$ cat config.mk
export PLATFORM = sky130hd
export DESIGN_NAME = md5_step_feeder
export DESIGN_NICKNAME = d
export VERILOG_FILES = /design/src/rtl/md5_step_feeder.sv
export SDC_FILE = /design/constraint.sdc
export NUM_CORES = 1
export LEC_CHECK = 0
export ABC_CLOCK_PERIOD_IN_PS = 6800
export BUFFER_PORTS_ARGS = -buffer_cell sky130_fd_sc_hd__buf_2
export CORE_ASPECT_RATIO = 2
export CORE_MARGIN = 1
export CORE_UTILIZATION = 61
export DETAILED_ROUTE_END_ITERATION = 12
export PLACE_DENSITY = 0.79
export SYNTH_ARGS = -nofsm -noshare
export SYNTH_HDL_FRONTEND = slang
export SYNTH_SLANG_ARGS = --single-unit
export TNS_END_PERCENT = 5
$ cat constraint.sdc
create_clock -name clk -period 6.8 [get_ports clk]
set_input_delay 0.68 -clock clk [delete_from_list [all_inputs] [get_ports clk]]
set_output_delay 0.68 -clock clk [all_outputs]
set_load 0.01 [all_outputs]
$ cat src/rtl/md5_step_feeder.sv
// md5_step_feeder
//
// Buffers one 512-bit MD5 message block (sixteen 32-bit words X[0..15]) and
// then presents the 64 per-step operand sets (X[k], T[i], s, i) to the
// downstream round-step datapath over a valid/ready stream.
//
// Ports:
//   clk         rising-edge clock
//   rst         synchronous, active-high reset
//   in_valid    input word valid
//   in_ready    feeder accepts a word this cycle (never depends on in_valid)
//   in_word     message word; the k-th accepted word of a block is X[k]
//   step_valid  step operands valid (registered)
//   step_ready  consumer accepts the step this cycle
//   step_msg    X[k] for the current step
//   step_t      T[i] additive constant
//   step_shift  left-rotate amount s
//   step_idx    step number i, 0..63
//   step_round  i/16
//   step_first  high when i == 0
//   step_last   high when i == 63
//
// Build option:
//   MD5_DOUBLE_BUF_EN  adds a shadow 16-word buffer that fills while the active
//                      block is being issued, so back-to-back blocks run with
//                      no load gap. Undefined: single buffer, in_ready is low
//                      for the whole issue phase.

module md5_step_feeder (
  input  logic        clk,
  input  logic        rst,
  input  logic        in_valid,
  output logic        in_ready,
  input  logic [31:0] in_word,
  output logic        step_valid,
  input  logic        step_ready,
  output logic [31:0] step_msg,
  output logic [31:0] step_t,
  output logic [4:0]  step_shift,
  output logic [5:0]  step_idx,
  output logic [1:0]  step_round,
  output logic        step_first,
  output logic        step_last
);

  typedef enum logic {S_LOAD, S_ISSUE} state_t;

  state_t      r_state;
  state_t      w_state_nxt;
  logic [3:0]  r_wcnt;

  // Message index k for step i; all arithmetic is naturally mod 16 in 4 bits.
  function automatic logic [3:0] msg_index(input logic [5:0] i);
    logic [3:0] j;
    logic [3:0] k;
    j = i[3:0];
    case (i[5:4])
      2'd0:    k = j;
      2'd1:    k = (j << 2) + j + 4'd1;   // 5j+1
      2'd2:    k = (j << 1) + j + 4'd5;   // 3j+5
      default: k = (j << 3) - j;          // 7j
    endcase
    return k;
  endfunction

  function automatic logic [4:0] shift_amt(input logic [5:0] i);
    logic [4:0] s;
    case ({i[5:4], i[1:0]})
      4'b00_00: s = 5'd7;
      4'b00_01: s = 5'd12;
      4'b00_10: s = 5'd17;
      4'b00_11: s = 5'd22;
      4'b01_00: s = 5'd5;
      4'b01_01: s = 5'd9;
      4'b01_10: s = 5'd14;
      4'b01_11: s = 5'd20;
      4'b10_00: s = 5'd4;
      4'b10_01: s = 5'd11;
      4'b10_10: s = 5'd16;
      4'b10_11: s = 5'd23;
      4'b11_00: s = 5'd6;
      4'b11_01: s = 5'd10;
      4'b11_10: s = 5'd15;
      default:  s = 5'd21;
    endcase
    return s;
  endfunction

  // T[i] = floor(2^32 * |sin(i+1)|)
  function automatic logic [31:0] t_rom(input logic [5:0] i);
    logic [31:0] t;
    case (i)
      6'd0:  t = 32'hd76aa478;  6'd1:  t = 32'he8c7b756;  6'd2:  t = 32'h242070db;  6'd3:  t = 32'hc1bdceee;
      6'd4:  t = 32'hf57c0faf;  6'd5:  t = 32'h4787c62a;  6'd6:  t = 32'ha8304613;  6'd7:  t = 32'hfd469501;
      6'd8:  t = 32'h698098d8;  6'd9:  t = 32'h8b44f7af;  6'd10: t = 32'hffff5bb1;  6'd11: t = 32'h895cd7be;
      6'd12: t = 32'h6b901122;  6'd13: t = 32'hfd987193;  6'd14: t = 32'ha679438e;  6'd15: t = 32'h49b40821;
      6'd16: t = 32'hf61e2562;  6'd17: t = 32'hc040b340;  6'd18: t = 32'h265e5a51;  6'd19: t = 32'he9b6c7aa;
      6'd20: t = 32'hd62f105d;  6'd21: t = 32'h02441453;  6'd22: t = 32'hd8a1e681;  6'd23: t = 32'he7d3fbc8;
      6'd24: t = 32'h21e1cde6;  6'd25: t = 32'hc33707d6;  6'd26: t = 32'hf4d50d87;  6'd27: t = 32'h455a14ed;
      6'd28: t = 32'ha9e3e905;  6'd29: t = 32'hfcefa3f8;  6'd30: t = 32'h676f02d9;  6'd31: t = 32'h8d2a4c8a;
      6'd32: t = 32'hfffa3942;  6'd33: t = 32'h8771f681;  6'd34: t = 32'h6d9d6122;  6'd35: t = 32'hfde5380c;
      6'd36: t = 32'ha4beea44;  6'd37: t = 32'h4bdecfa9;  6'd38: t = 32'hf6bb4b60;  6'd39: t = 32'hbebfbc70;
      6'd40: t = 32'h289b7ec6;  6'd41: t = 32'heaa127fa;  6'd42: t = 32'hd4ef3085;  6'd43: t = 32'h04881d05;
      6'd44: t = 32'hd9d4d039;  6'd45: t = 32'he6db99e5;  6'd46: t = 32'h1fa27cf8;  6'd47: t = 32'hc4ac5665;
      6'd48: t = 32'hf4292244;  6'd49: t = 32'h432aff97;  6'd50: t = 32'hab9423a7;  6'd51: t = 32'hfc93a039;
      6'd52: t = 32'h655b59c3;  6'd53: t = 32'h8f0ccc92;  6'd54: t = 32'hffeff47d;  6'd55: t = 32'h85845dd1;
      6'd56: t = 32'h6fa87e4f;  6'd57: t = 32'hfe2ce6e0;  6'd58: t = 32'ha3014314;  6'd59: t = 32'h4e0811a1;
      6'd60: t = 32'hf7537e82;  6'd61: t = 32'hbd3af235;  6'd62: t = 32'h2ad7d2bb;  default: t = 32'heb86d391;
    endcase
    return t;
  endfunction

  logic        w_in_hs;
  logic        w_step_hs;
  logic        w_last_hs;
  logic        w_start;
  logic        w_adv;
  logic        w_wrap;
  logic        w_load_ops;
  logic [5:0]  w_nxt_idx;
  logic [3:0]  w_k;
  logic [31:0] w_rd_word;

  assign w_in_hs   = in_valid & in_ready;
  assign w_step_hs = step_valid & step_ready;
  assign w_last_hs = w_step_hs & (step_idx == 6'd63);
  // The 16th word is still in flight when step 0 is prepared, but step 0
  // only needs X[0], which was stored fifteen words earlier.
  assign w_start   = (r_state == S_LOAD) & w_in_hs & (r_wcnt == 4'd15);
  assign w_adv     = w_step_hs & (step_idx != 6'd63);
  assign w_nxt_idx = w_adv ? (step_idx + 6'd1) : 6'd0;
  assign w_k       = msg_index(w_nxt_idx);

`ifdef MD5_DOUBLE_BUF_EN
  logic [31:0] r_buf [2][16];
  logic        r_act;       // buffer being issued (or filled in LOAD)
  logic [4:0]  r_shw_cnt;   // words held in the shadow buffer, 0..16
  logic        w_shw_acc;
  logic [4:0]  w_shw_cnt_nxt;
  logic        w_rd_sel;

  assign w_shw_acc     = (r_state == S_ISSUE) & w_in_hs;
  assign w_shw_cnt_nxt = r_shw_cnt + {4'd0, w_shw_acc};
  // A word landing on the same cycle as the step-63 handshake still counts.
  assign w_wrap        = w_last_hs & (w_shw_cnt_nxt == 5'd16);
  assign w_rd_sel      = w_wrap ? ~r_act : r_act;
  assign w_rd_word     = r_buf[w_rd_sel][w_k];

  always_comb begin
    in_ready = 1'b1;
    if (r_state == S_ISSUE) in_ready = (r_shw_cnt != 5'd16);
  end

  always_ff @(posedge clk) begin
    if (w_in_hs) begin
      if (r_state == S_LOAD) r_buf[r_act][r_wcnt] <= in_word;
      else                   r_buf[~r_act][r_shw_cnt[3:0]] <= in_word;
    end
  end

  always_ff @(posedge clk) begin
    if (rst) begin
      r_act     <= 1'b0;
      r_shw_cnt <= 5'd0;
    end else if (w_last_hs) begin
      // Shadow always becomes active: either it is issued at once or it
      // keeps filling in LOAD from where it stopped.
      r_act     <= ~r_act;
      r_shw_cnt <= 5'd0;
    end else if (w_shw_acc) begin
      r_shw_cnt <= w_shw_cnt_nxt;
    end
  end
`else
  logic [31:0] r_buf [16];

  assign w_wrap    = 1'b0;
  assign w_rd_word = r_buf[w_k];

  always_comb begin
    in_ready = (r_state == S_LOAD);
  end

  always_ff @(posedge clk) begin
    if (w_in_hs) r_buf[r_wcnt] <= in_word;
  end
`endif

  assign w_load_ops = w_start | w_adv | w_wrap;

  always_comb begin
    w_state_nxt = r_state;
    case (r_state)
      S_LOAD:  if (w_start) w_state_nxt = S_ISSUE;
      S_ISSUE: if (w_last_hs && !w_wrap) w_state_nxt = S_LOAD;
      default: w_state_nxt = S_LOAD;
    endcase
  end

  always_ff @(posedge clk) begin
    if (rst) begin
      r_state <= S_LOAD;
      r_wcnt  <= 4'd0;
    end else begin
      r_state <= w_state_nxt;
      if ((r_state == S_LOAD) && w_in_hs) begin
        r_wcnt <= r_wcnt + 4'd1;
`ifdef MD5_DOUBLE_BUF_EN
      end else if (w_last_hs && !w_wrap) begin
        // Resume filling the partially loaded shadow buffer.
        r_wcnt <= w_shw_cnt_nxt[3:0];
`endif
      end
    end
  end

  // Registered step operand stage
  always_ff @(posedge clk) begin
    if (rst) begin
      step_valid <= 1'b0;
      step_msg   <= 32'd0;
      step_t     <= 32'd0;
      step_shift <= 5'd0;
      step_idx   <= 6'd0;
      step_round <= 2'd0;
      step_first <= 1'b0;
      step_last  <= 1'b0;
    end else if (w_load_ops) begin
      step_valid <= 1'b1;
      step_msg   <= w_rd_word;
      step_t     <= t_rom(w_nxt_idx);
      step_shift <= shift_amt(w_nxt_idx);
      step_idx   <= w_nxt_idx;
      step_round <= w_nxt_idx[5:4];
      step_first <= (w_nxt_idx == 6'd0);
      step_last  <= (w_nxt_idx == 6'd63);
    end else if (w_step_hs) begin
      step_valid <= 1'b0;
    end
  end

endmodule

Yosys cells after proc, flatten, opt, wreduce, memory -nomap -nowiden
Memories as Yosys holds them, arrays and structs flattened. A register that Yosys moved wholly into a read port is not among the register bits.
Cells that the tools add are included.
Storage, ports and cells
  register bits after elaboration: 16
  bits in latches: 0
  memory bits (writable): 512
  memory bits (read-only): 2128
  input bits: 36
  output and inout port bits: 81
  word-level logic and storage cells: 44
  memories: 3
Operators by class
  add/sub/neg operators: 7
  multipliers: 0
  divide/modulo/power cells: 0
  magnitude comparators: 0
  equal/unequal tests: 6
  shift-type cells: 0
  mux-type cells: 9
  bitwise gates (word level): 8
  reductions and logical operators: 4
Memories
  (name not given): depth 64, bits a word 32, read ports 1, clocked after Yosys merged registers in 1, wr ports 0, RTL line 92  | case (i)
  r_buf: depth 16, bits a word 32, read ports 1, clocked after Yosys merged registers in 1, wr ports 1, RTL line 175  | logic [31:0] r_buf [16];
  (name not given): depth 16, bits a word 5, read ports 1, clocked after Yosys merged registers in 1, wr ports 0, RTL line 68  | case ({i[5:4], i[1:0]})
Operator list (count)
  == test 6 bit (second input constant): 2
  one-hot mux 4 bit (3 select lines): 1
  adder 4 x 1 -> 4 bit (second input constant): 2
  adder 4 bit: 2
  adder 6 x 1 -> 6 bit (second input constant): 1
  AND 1 bit: 6
  logical NOT 6 bit: 1
  2-to-1 mux 1 bit: 6
  2-to-1 mux 6 bit: 1
  inequality test 6 bit (second input constant): 1
  adder 4 x 3 -> 4 bit (second input constant): 1
  == test 4 bit (second input constant): 1
  subtractor 4 bit: 1
  == test 2 x 1 -> 1 bit (second input constant): 1
  == test 2 bit (second input constant): 1
  logical NOT 2 bit: 1
  one-hot mux 1 bit (2 select lines): 1
  nonzero test 2 bit: 1
  logical AND 1 bit: 1
  inverter 1 bit: 1
  bitwise OR 1 bit: 1

Logic depth before layout (Yosys ltp)
Gate-level depths: netlist of the first run.
  depth after elaboration: 6
  depth in mapped cells: 20
  gate-level depth less buffers: 16

Worst setup path after synthesis of the first run
Ideal clock, no wire load.
  kind: input-to-reg
  start point: input port step_ready
  end point: register step_msg[11] (read register of r_buf)
  library setup time: 91 ps
  arrival: 4489 ps
  data required time: 6709 ps
  setup slack: 2220 ps
  cell stages on the path: 19
  path buffers: 5
  path through: and3b_1 > o21ai_1 > inv_1 > clkbuf_1 > ha_1 > clkbuf_1 > clkbuf_1 > inv_1 > fa_1 > xor2_1 > xnor2_1 > a22oi_1 > a41oi_1 > a221o_1 > buf_2 > nor2_2 > buf_4 > a22oi_1 > a311oi_1
On the way
  cells in the longest elaborated chain, start to end: 6
  elaborated cells between the ends (all ways): 13
  classes of those cells: 5 x add/sub; 2 x eq/ne; 2 x mux; 3 x bitwise; 1 x reduce/logical
Ends and longest elaborated chain
  start, declared: RTL line 36  | input logic step_ready,
  AND 1 bit *: RTL line 125  | assign w_step_hs = step_valid & step_ready;
  AND 1 bit *: RTL line 130  | assign w_adv = w_step_hs & (step_idx != 6'd63);
  2-to-1 mux 6 bit *: RTL line 131  | assign w_nxt_idx = w_adv ? (step_idx + 6'd1) : 6'd0;
  net w_nxt_idx[0]: RTL line 120  | logic [5:0] w_nxt_idx;
  adder 4 bit, on equally long branches: RTL line 60, 59
  adder 4 x 3 -> 4 bit or adder 4 x 1 -> 4 bit (tied branches): RTL line 60, 59
  one-hot mux 4 bit (3 select lines) *: RTL line 57  | case (i[5:4])
  end, declared: RTL line 37  | output logic [31:0] step_msg,
The timed path passes the listed nets; every way through them passes the cells marked *.
A chain may end at the register's enable or synchronous reset.

Final worst setup path of the first run
  start point: register step_idx[1]
  end point: register step_msg[1] (read register of r_buf)
On the way
  cells in the longest elaborated chain, start to end: 6
  elaborated cells between the ends (all ways): 14
  classes of those cells: 6 x add/sub; 3 x eq/ne; 2 x mux; 2 x bitwise; 1 x reduce/logical
Ends and longest elaborated chain
  start, declared: RTL line 40  | output logic [5:0] step_idx,
  start signal, assigned: RTL line 233  | step_idx <= w_nxt_idx;
  parallel branches: the longest is 2 deep, another holds adder 6 x 1 -> 6 bit
  2-to-1 mux 6 bit *: RTL line 131
  net w_nxt_idx[1]: RTL line 120
  adder 4 bit, on equally long branches: RTL line 60, 59
  adder 4 x 3 -> 4 bit or adder 4 x 1 -> 4 bit (tied branches): RTL line 60, 59
  one-hot mux 4 bit (3 select lines) *: RTL line 57
Mark *: on every way through the listed nets, which the timed path passes.

==> summary.md, run 1 <==
| Metric | Value |
|---|---|
| Compound-Gate Fraction of Synth Area | `0.104` |
| Kind of critical path | `flop to flop` |
| Crit. End Element | `flop` |
| DR iter-0 viols | `2,351` |
| Register area | `between 15,000 and 20,000 sq um` |
| Longest Clk Path Bufs | `3` |
| Ports | `117` |
| Register area share after synthesis | `0.668` |
| Post-CTS setup buffers | `0` |
| Max rail drop VDD | `around 0.00038 V` |
| Psw | `approximately 0.0015 W` |
| Total congestion overflow | `0` |
| Share of layout cells above drive strength 1 | `0.237` |
| Reg-to-Reg Start | `step_idx[1]$_SDFFE_PP0P_` |
| Mux contribution to synthesized area | `0.116` |
| Vias per cell | `around 7.7` |
| PortBufs | `around 120` |
| HP Start | `step_ready` |
| H-tree levels | `2` |
| Synthesized cell area | `~26,000 sq um` |
| Syn nets | `between 1,500 and 2,000` |
| Die Y | `291 um` |
| Setup_tns | `0 ns` |
| Tcrit/Tclk final | `0.747` |
| Clk sinks | `between 500 and 600` |
| Async set-or-reset flop fraction in the synthesized netlist | `0` |
| Unrepaired setup endpoints after global routing | `false` |
| Startpoint Class | `flop` |
| Clock share of power | `0.430` |
| Hold slack | `around 0.43 ns` |
| Root buf cell | `clkbuf_16` |
| Synthesis-stage register bit count | `595` |
| Number of synthesized flops with an enable pin | `512` |
| Adder-Cell Fraction of Synth Area | `0.0135` |
| Antenna violations before repair | `11` |
| Final hold vios | `0` |
| Maximum capacitance violations | `0` |
| Core Area | `slightly above 40,000 sq um` |
| Worst-path fanout max | `19` |
| Multi-input logic area | `roughly 7900 sq um` |
| Headroom to the max-slew limit | `0.0757` |
| Pins over their slew limit | `0` |
| Hold WC Path Type | `input port to flop` |
| Largest net degree at the start of global routing | `between 100 and 150` |
| Fin nets | `between 1,500 and 2,000` |
| Internal power | `around 0.0058 W` |
| PwrDens | `roughly 260 nW/um^2` |
| Commonest non-fill, non-tap cell in the layout | `edfxtp_1` |
| Final setup vio count | `0` |
| DRT antenna net count | `0` |
| Fmax | `around 200 MHz` |
| Post-synthesis cell type count | `between 60 and 70` |
| Syn Inst Count | `1,682` |
| Worst Tran Pin Value | `approximately 1.4 ns` |
| Avg Inst Size Synth | `about 15 sq um` |
| Req. time, crit path | `approximately 7.3 ns` |
| Drt drc | `0` |
| CP arrival | `about 5.6 ns` |
| DR pass1 iterations | `6` |
| Hold Buf Count CTS | `0` |
| Main combinational cell family by area after synthesis | `multiplexers` |
| Finished layout cell area | `28,600 sq um` |
| Crit path from | `step_idx[1]$_SDFFE_PP0P_` |
| Post-route minimum period | `slightly above 5 ns` |
| Vias post-DR | `between 15,000 and 20,000` |
| Wire length per cell | `39.2 um` |
| Placed cell area | `between 20,000 and 30,000 sq um` |
| Syn-to-layout area delta | `12.1%` |
| Comb power frac | `0.021` |
| Most frequent cells in the layout | `512 x edfxtp_1, 128 x mux4_2, 125 x nor2_1, 116 x buf_2` |
| Status | `complete, no violations` |
| First-pass GRT wire length | `about 130 mm` |
| Setup Skew | `slightly below 0.02 ns` |
| R2R setup slack | `around 1.7 ns` |
| Inserted Clock Buffers | `48` |
| Post-Synth XOR/XNOR Area | `0.00446` |
| Seq pwr share | `0.549` |
| Final GP Congestion | `1.05` |
| Most used flip-flop cell after synthesis | `edfxtp_1` |
| Warnings, synthesis | `0` |
| Post-Route WL | `a little over 90 mm` |
| Vias in the first global route | `between 15,000 and 20,000` |
| Simple-Gate Fraction of Synth Area | `0.0650` |
| Switching share of power | `0.205` |
| Count of cells resized by post-cts repair | `0` |
| Die Footprint | `42,700 sq um` |
| CTS tree | `yes` |
| Cell row count | `roughly 110` |
| Post-DP HPWL | `approximately 54 mm` |
| Starting Density | `0.621` |
| Leakage power | `9.29 nW` |
| Clock Latency Late Sink | `about 0.60 ns` |
| GRT Overall Usage | `0.445` |
| CTS clk-pin slew, worst paths | `0.07 ns` |
| # fillers | `2,523` |
| Die W | `between 100 and 150 um` |
[layer usage]
| layer | track usage | vias to the layer above | share of wire |
|---|---|---|---|
| li1 | - | 6971 | - |
| met5 | 0 | - | 0.00077 |
| met3 | 0.108 | 467 | 0.11 |
| met2 | 0.715 | 1764 | 0.49 |
| met1 | 0.499 | 8832 | 0.30 |
| met4 | 0.375 | 10 | 0.096 |
[cell usage after synthesis (6+ instances only)]
library cell	number	area (sq um)
a31oi_1	52	325
nor3_1	31	155
dfxtp_1	83	1660
mux4_2	128	2880
xnor2_1	8	70.1
buf_2	27	135
buf_6	7	78.8
a22oi_1	34	255
and3_1	37	231
ha_1	26	325
edfxtp_1	512	15400
nand2_1	81	304
o21ai_1	7	35.0
o21ai_0	61	305
a21oi_1	83	415
nor2_1	140	526
a221oi_1	8	70.1
o221ai_1	6	52.6
clkbuf_1	89	334
inv_1	9	33.8
a311oi_1	55	482
a211oi_1	20	150
o211ai_1	22	165
nand3_1	40	200
buf_4	12	90.1
[worst max-delay path, cell delays in order (launching register included)]
cell and delay (ns):
dfxtp_1 0.42, ha_1 0.33, and2_1 0.23, a21oi_4 0.16
nand2_2 0.26, inv_2 0.37, ha_1 0.23, inv_1 0.08
fa_1 0.43, xor2_1 0.16, xnor2_1 0.15, a22oi_1 0.14
a41oi_1 0.06, a221o_2 0.60, nor2_4 0.47, buf_12 0.26
a22oi_1 0.13, a311oi_1 0.42
[cells by family (layout without fill, tap and decap cells)]
group,count (synthesis),in the layout
other,0,8
muxes,135,135
buffers and inverters,157,288
xor gates and xnor gates,13,13
and+or+nand+nor,364,364
AOI/OAI and AO/OA,391,391
DFF,595,595
adders and majority gates,27,27
[through the flow]
| stage | util | std cells | setup slack (ns) | total power (W) |
|---|---|---|---|---|
| after floorplan | - | 1682 | 2.22 | 0.00415 |
| after global placement | 0.652 | 2258 | 1.99 | 0.00422 |
| after detailed placement | 0.652 | 2258 | 1.68 | 0.00423 |
| after CTS | 0.695 | 2347 | 1.80 | 0.00730 |
| after global routing | 0.695 | 2352 | 1.54 | 0.00743 |
| final | 0.696 | 2356 | 1.72 | 0.00730 |
[sequential cells by signal (all words and copies together) (netlist names)]
register	count
step_first	1
step_idx	6
step_msg	32
r_state	1
step_shift	5
r_buf	512
step_last	1
r_wcnt	4
step_valid	1
step_t	32
[final timing paths]
check                                   to  cells past startpoint
setup / recovery  step_msg[1]$_SDFFE_PP0P_                     17
hold / removal     step_valid$_SDFFE_PP0P_                      3
setup reg to reg  step_msg[1]$_SDFFE_PP0P_                     17
hold reg to reg    step_t[19]$_SDFFE_PP0P_                      2
[final cells by class]
| type | count | area share |
|---|---|---|
| flip-flops and latches | 595 | 0.596 |
| multi-input cells | 930 | 0.277 |
| clock buffers | 66 | 0.0461 |
| repair buffers | 187 | 0.0407 |
| well taps | 535 | 0.0234 |
| clock inverters | 23 | 0.0150 |
| inverters | 12 | 0.00162 |
| diodes | 8 | 0.000700 |
[power by group through the flow]
| stage | registers (W) | clock network (W) | logic [W] |
|---|---|---|---|
| after global placement | 0.00408 | 0 | 0.000133 |
| after detailed placement | 0.00409 | 0 | 0.000142 |
| after CTS | 0.00401 | 0.00315 | 0.000148 |
| after global routing | 0.00401 | 0.00327 | 0.000157 |
| final | 0.00401 | 0.00314 | 0.000151 |
| after floorplan | 0.00409 | 0 | 0.0000613 |
Power figures use the tool's default switching activity.
==> run 2: changes to the inputs <==
Settings changed: ABC_AREA set to 1, ABC_CLOCK_PERIOD_IN_PS 6800 to 4500, CORE_UTILIZATION 61 to 56, PLACE_DENSITY 0.79 to 0.76.
Clock period 6.8 ns to 4.5 ns, I/O delays scaled along.
==> run 2 against run 1 <==
Maximum frequency grew 22%. Count of clock-buffer cells in the layout shrank 6. Sequential power grew 51%. Non-clock buffer count shrank 4. Hold slack lost 0.24 ns. Final cell count grew 53%. Synthesized area grew 9.5%. Wire length grew 6.8%. Core utilization shrank 6.9 points. Critical endpoint is now step_msg[3]$_SDFFE_PP0P_.
==> summary.md, run 2 <==
| Metric | Value |
|---|---|
| Status | `complete, no violations` |
| Die W | `between 150 and 200 um` |
| CP arrival | `approximately 4.6 ns` |
| Area contributors post-synth | `edfxtp_1 55%, nand3_1 9.8%, nand2_1 9.1%` |
| H-tree levels | `2` |
| Number of synthesized flops with an enable pin | `about 510` |
| Die Footprint | `roughly 50,000 sq um` |
| Fmax | `240 MHz` |
| Largest net degree at the start of global routing | `141` |
| Commonest non-fill, non-tap cell in the layout | `nand2_1` |
| GRT Overall Usage | `0.393` |
| Setup_tns | `0 ns` |
| Area leader, netlist | `edfxtp_1` |
| Unrepaired setup endpoints after global routing | `false` |
| Finished Layout Cells | `roughly 3,600` |
| Comb power frac | `0.020` |
| Cell row count | `115` |
| Most frequent cells in the layout | `679 x nand2_1, 549 x nand3_1, 512 x edfxtp_1, 316 x inv_1, 131 x o21ai_0` |
| Register area | `between 15,000 and 20,000 sq um` |
| Startpoint Class | `flop` |
| CTS clk-pin slew, worst paths | `approximately 0.07 ns` |
| Async set-or-reset flop fraction in the synthesized netlist | `0` |
| Reg-to-Reg Start | `step_idx[1]$_SDFFE_PP0P_` |
| Reg-to-reg endpoint | `step_msg[3]$_SDFFE_PP0P_` |
| Psw | `~0.0022 W` |
| Vias in the first global route | `between 20,000 and 25,000` |
| Finished layout cell area | `a little over 30,000 sq um` |
| Final WS setup | `roughly 0.34 ns` |
| Headroom to the max-slew limit | `0.209` |
| PortBufs | `approximately 120` |
| Most frequent cell after synthesis | `nand2_1` |
| Core Area | `between 40,000 and 50,000 sq um` |
| Largest regs | `r_buf: 512 flops, step_msg: 32 flops, step_t: 32 flops` |
| Post-synthesis cell type count | `48` |
| Hold WC Path Type | `input port to flop` |
| Placement Setup Slack | `0.370 ns` |
| Total congestion overflow | `0` |
| Maximum capacitance violations | `0` |
| Syn-to-layout area delta | `10.3%` |
| Vias post-DR | `~22,000` |
| Kind of critical path | `flop to flop` |
| Worst-path fanout max | `36` |
| Syn Inst Count | `roughly 2,900` |
| Ports | `117` |
| Drt drc | `0` |
| Share of layout cells above drive strength 1 | `0.109` |
| Pins over their slew limit | `0` |
| Most used flip-flop cell after synthesis | `edfxtp_1` |
| Final setup vio count | `0` |
| Post-CTS setup buffers | `0` |
| HP Start | `rst` |
| DRT antenna net count | `0` |
| Synthesized cell area | `~28,000 sq um` |
| Wire length per cell | `around 27 um` |
| First-pass GRT wire length | `144 mm` |
| Multi-input logic area | `~8900 sq um` |
| Synthesis-stage register bit count | `595` |
| R2R setup slack | `roughly 0.34 ns` |
| Crit. End Element | `flop` |
| WHS Endpoint | `step_t[18]$_SDFFE_PP0P_` |
| Placed cell area | `~29,000 sq um` |
| Dpl cells | `between 3,000 and 4,000` |
| Syn nets | `2,918` |
| Largest Register | `r_buf` |
| Antenna violations before repair | `12` |
| Longest Clk Path Bufs | `3` |
| Max rail drop VDD | `0.000384 V` |
| Req. time, crit path | `4.98 ns` |
| Worst path cell trace | `ha_1 -> nand3_1 -> nor2_2 -> nor2_4 -> nand2_2 -> inv_2 -> ha_1 -> inv_1 -> fa_1 -> nand2_1 -> nand2_1 -> nand3_1 -> o21ai_4 -> buf_4 -> nand3_1 -> nand3_1 -> nand3_1 -> nand2_1 -> inv_1` |
| Register area share after synthesis | `0.610` |
| Most used cell, CP | `nand3_1` |
| DR pass1 iterations | `6` |
| PwrDens | `346 nW/um^2` |
| Inserted Clock Buffers | `50` |
| Worst hold path cell count | `2` |
| Internal power | `approximately 0.0085 W` |
| Slowest cell on the critical path | `fa_1` |
| Worst Tran Pin Value | `1.18 ns` |
| Reg2reg path depth | `19` |
| Worst path bufs/invs | `4` |
| Post-Route WL | `roughly 99 mm` |
| Max reg flops | `512` |
| Die Y | `approximately 320 um` |
| Tcrit/Tclk final | `0.925` |
| CTS tree | `yes` |
| Final hold vios | `0` |
| Post-route minimum period | `about 4.2 ns` |
| Synth top area share | `0.550` |
| Starting Density | `0.568` |
| Seq pwr share | `0.567` |
| Clk sinks | `about 600` |
| Post-synth top cells | `680 x nand2_1, 549 x nand3_1, 512 x edfxtp_1` |
| Warnings, synthesis | `0` |
| Crit path from | `step_idx[1]$_SDFFE_PP0P_` |
| Avg Inst Size Synth | `around 9.8 sq um` |
| Setup Skew | `just under 0.03 ns` |
| Clock share of power | `0.413` |
| Fin nets | `just under 3,000` |
| CP top delay family | `simple AND/OR/NAND/NOR gates` |
| Vias per cell | `6.25` |
| DR iter-0 viols | `between 2,000 and 3,000` |
| Clock Latency Late Sink | `0.60 ns` |
| Post-DP HPWL | `around 60 mm` |
| Leakage power | `about 13 nW` |
| Root buf cell | `clkbuf_16` |
| Crit path largest cell delay | `0.56 ns` |
| Final GP Congestion | `around 1.1` |
| # fillers | `about 4,000` |
| Switching share of power | `0.205` |
-- run 2: worst max path at each step --
stage | endpoint | slack [ns] | cells after the start
4_1_cts | step_msg[27]$_SDFFE_PP0P_ | 0.35 | 18
5_1_grt | step_msg[2]$_SDFFE_PP0P_ | 0.14 | 18
2_1_floorplan | step_t[31]$_SDFFE_PP0P_ | 0.88 | 11
3_5_place_dp | step_msg[27]$_SDFFE_PP0P_ | 0.37 | 18
3_3_place_gp | step_msg[3]$_SDFFE_PP0P_ | 0.57 | 17
6_report | step_msg[3]$_SDFFE_PP0P_ | 0.34 | 19
-- run 2: power by group through the flow --
stage	registers, W	clock network [W]	logic (W)
after floorplan	0.00617	0	0.0000885
after global placement	0.00617	0	0.000204
after detailed placement	0.00617	0	0.000212
after CTS	0.00605	0.00442	0.000213
after global routing	0.00605	0.00459	0.000232
final	0.00605	0.00440	0.000216
-- run 2: area by class of cell --
type                    instances  area share
diodes                          6    0.000487
clock buffers                  60      0.0428
clock inverters                33      0.0100
inverters                     332      0.0406
multi-input cells            1746       0.288
flip-flops and latches        595       0.552
well taps                     643      0.0261
repair buffers                183      0.0396
-- run 2: cell families (layout without fill, tap and decap cells) --
kind of cell,after synthesis,count (layout),share of synthesized area
XOR/XNOR,6,6,0.00188
adder cells (fa/ha/maj),27,27,0.0124
AO/OA/AOI/OAI,267,267,0.0559
AND/OR/NAND/NOR,1446,1446,0.241
other,0,6,0
buffers and inverters,514,608,0.0791
flip-flops,595,595,0.610
-- run 2: metrics by stage --
stage / power [W] / util / hold WS (ns)
global placement: 0.00637 / 0.593 / 0.457
finish: 0.0107 / 0.627 / 0.189
detailed placement: 0.00638 / 0.593 / 0.462
CTS: 0.0107 / 0.626 / 0.176
floorplan: 0.00626 / - / 0.451
global route: 0.0109 / 0.627 / 0.219
-- run 2: per-layer routing --
layer	share of wire	vias to the layer above	global-route usage	wire (um)
met4	0.094	10	0.316	9280
met2	0.49	1433	0.668	48800
met3	0.095	423	0.0909	9420
met1	0.32	10745	0.414	31200
met5	0.00067	-	0	66
li1	-	9862	-	-
-- run 2: worst reg2reg max path, cell delays in order, from the launching register on --
cell and delay (ns):
dfxtp_1 0.37, ha_1 0.25, nand3_1 0.15, nor2_2 0.08, nor2_4 0.28, nand2_2 0.29, inv_2 0.27, ha_1 0.21
inv_1 0.13, fa_1 0.56, nand2_1 0.05, nand2_1 0.07, nand3_1 0.14, o21ai_4 0.13, buf_4 0.49, nand3_1 0.23
nand3_1 0.13, nand3_1 0.08, nand2_1 0.08, inv_1 0.04
-- run 2: timing repair --
action | CTS | global route
endpoints found under the setup margin | 0 | 4
hold buffers | 0 | 0
resized for setup | 0 | 2
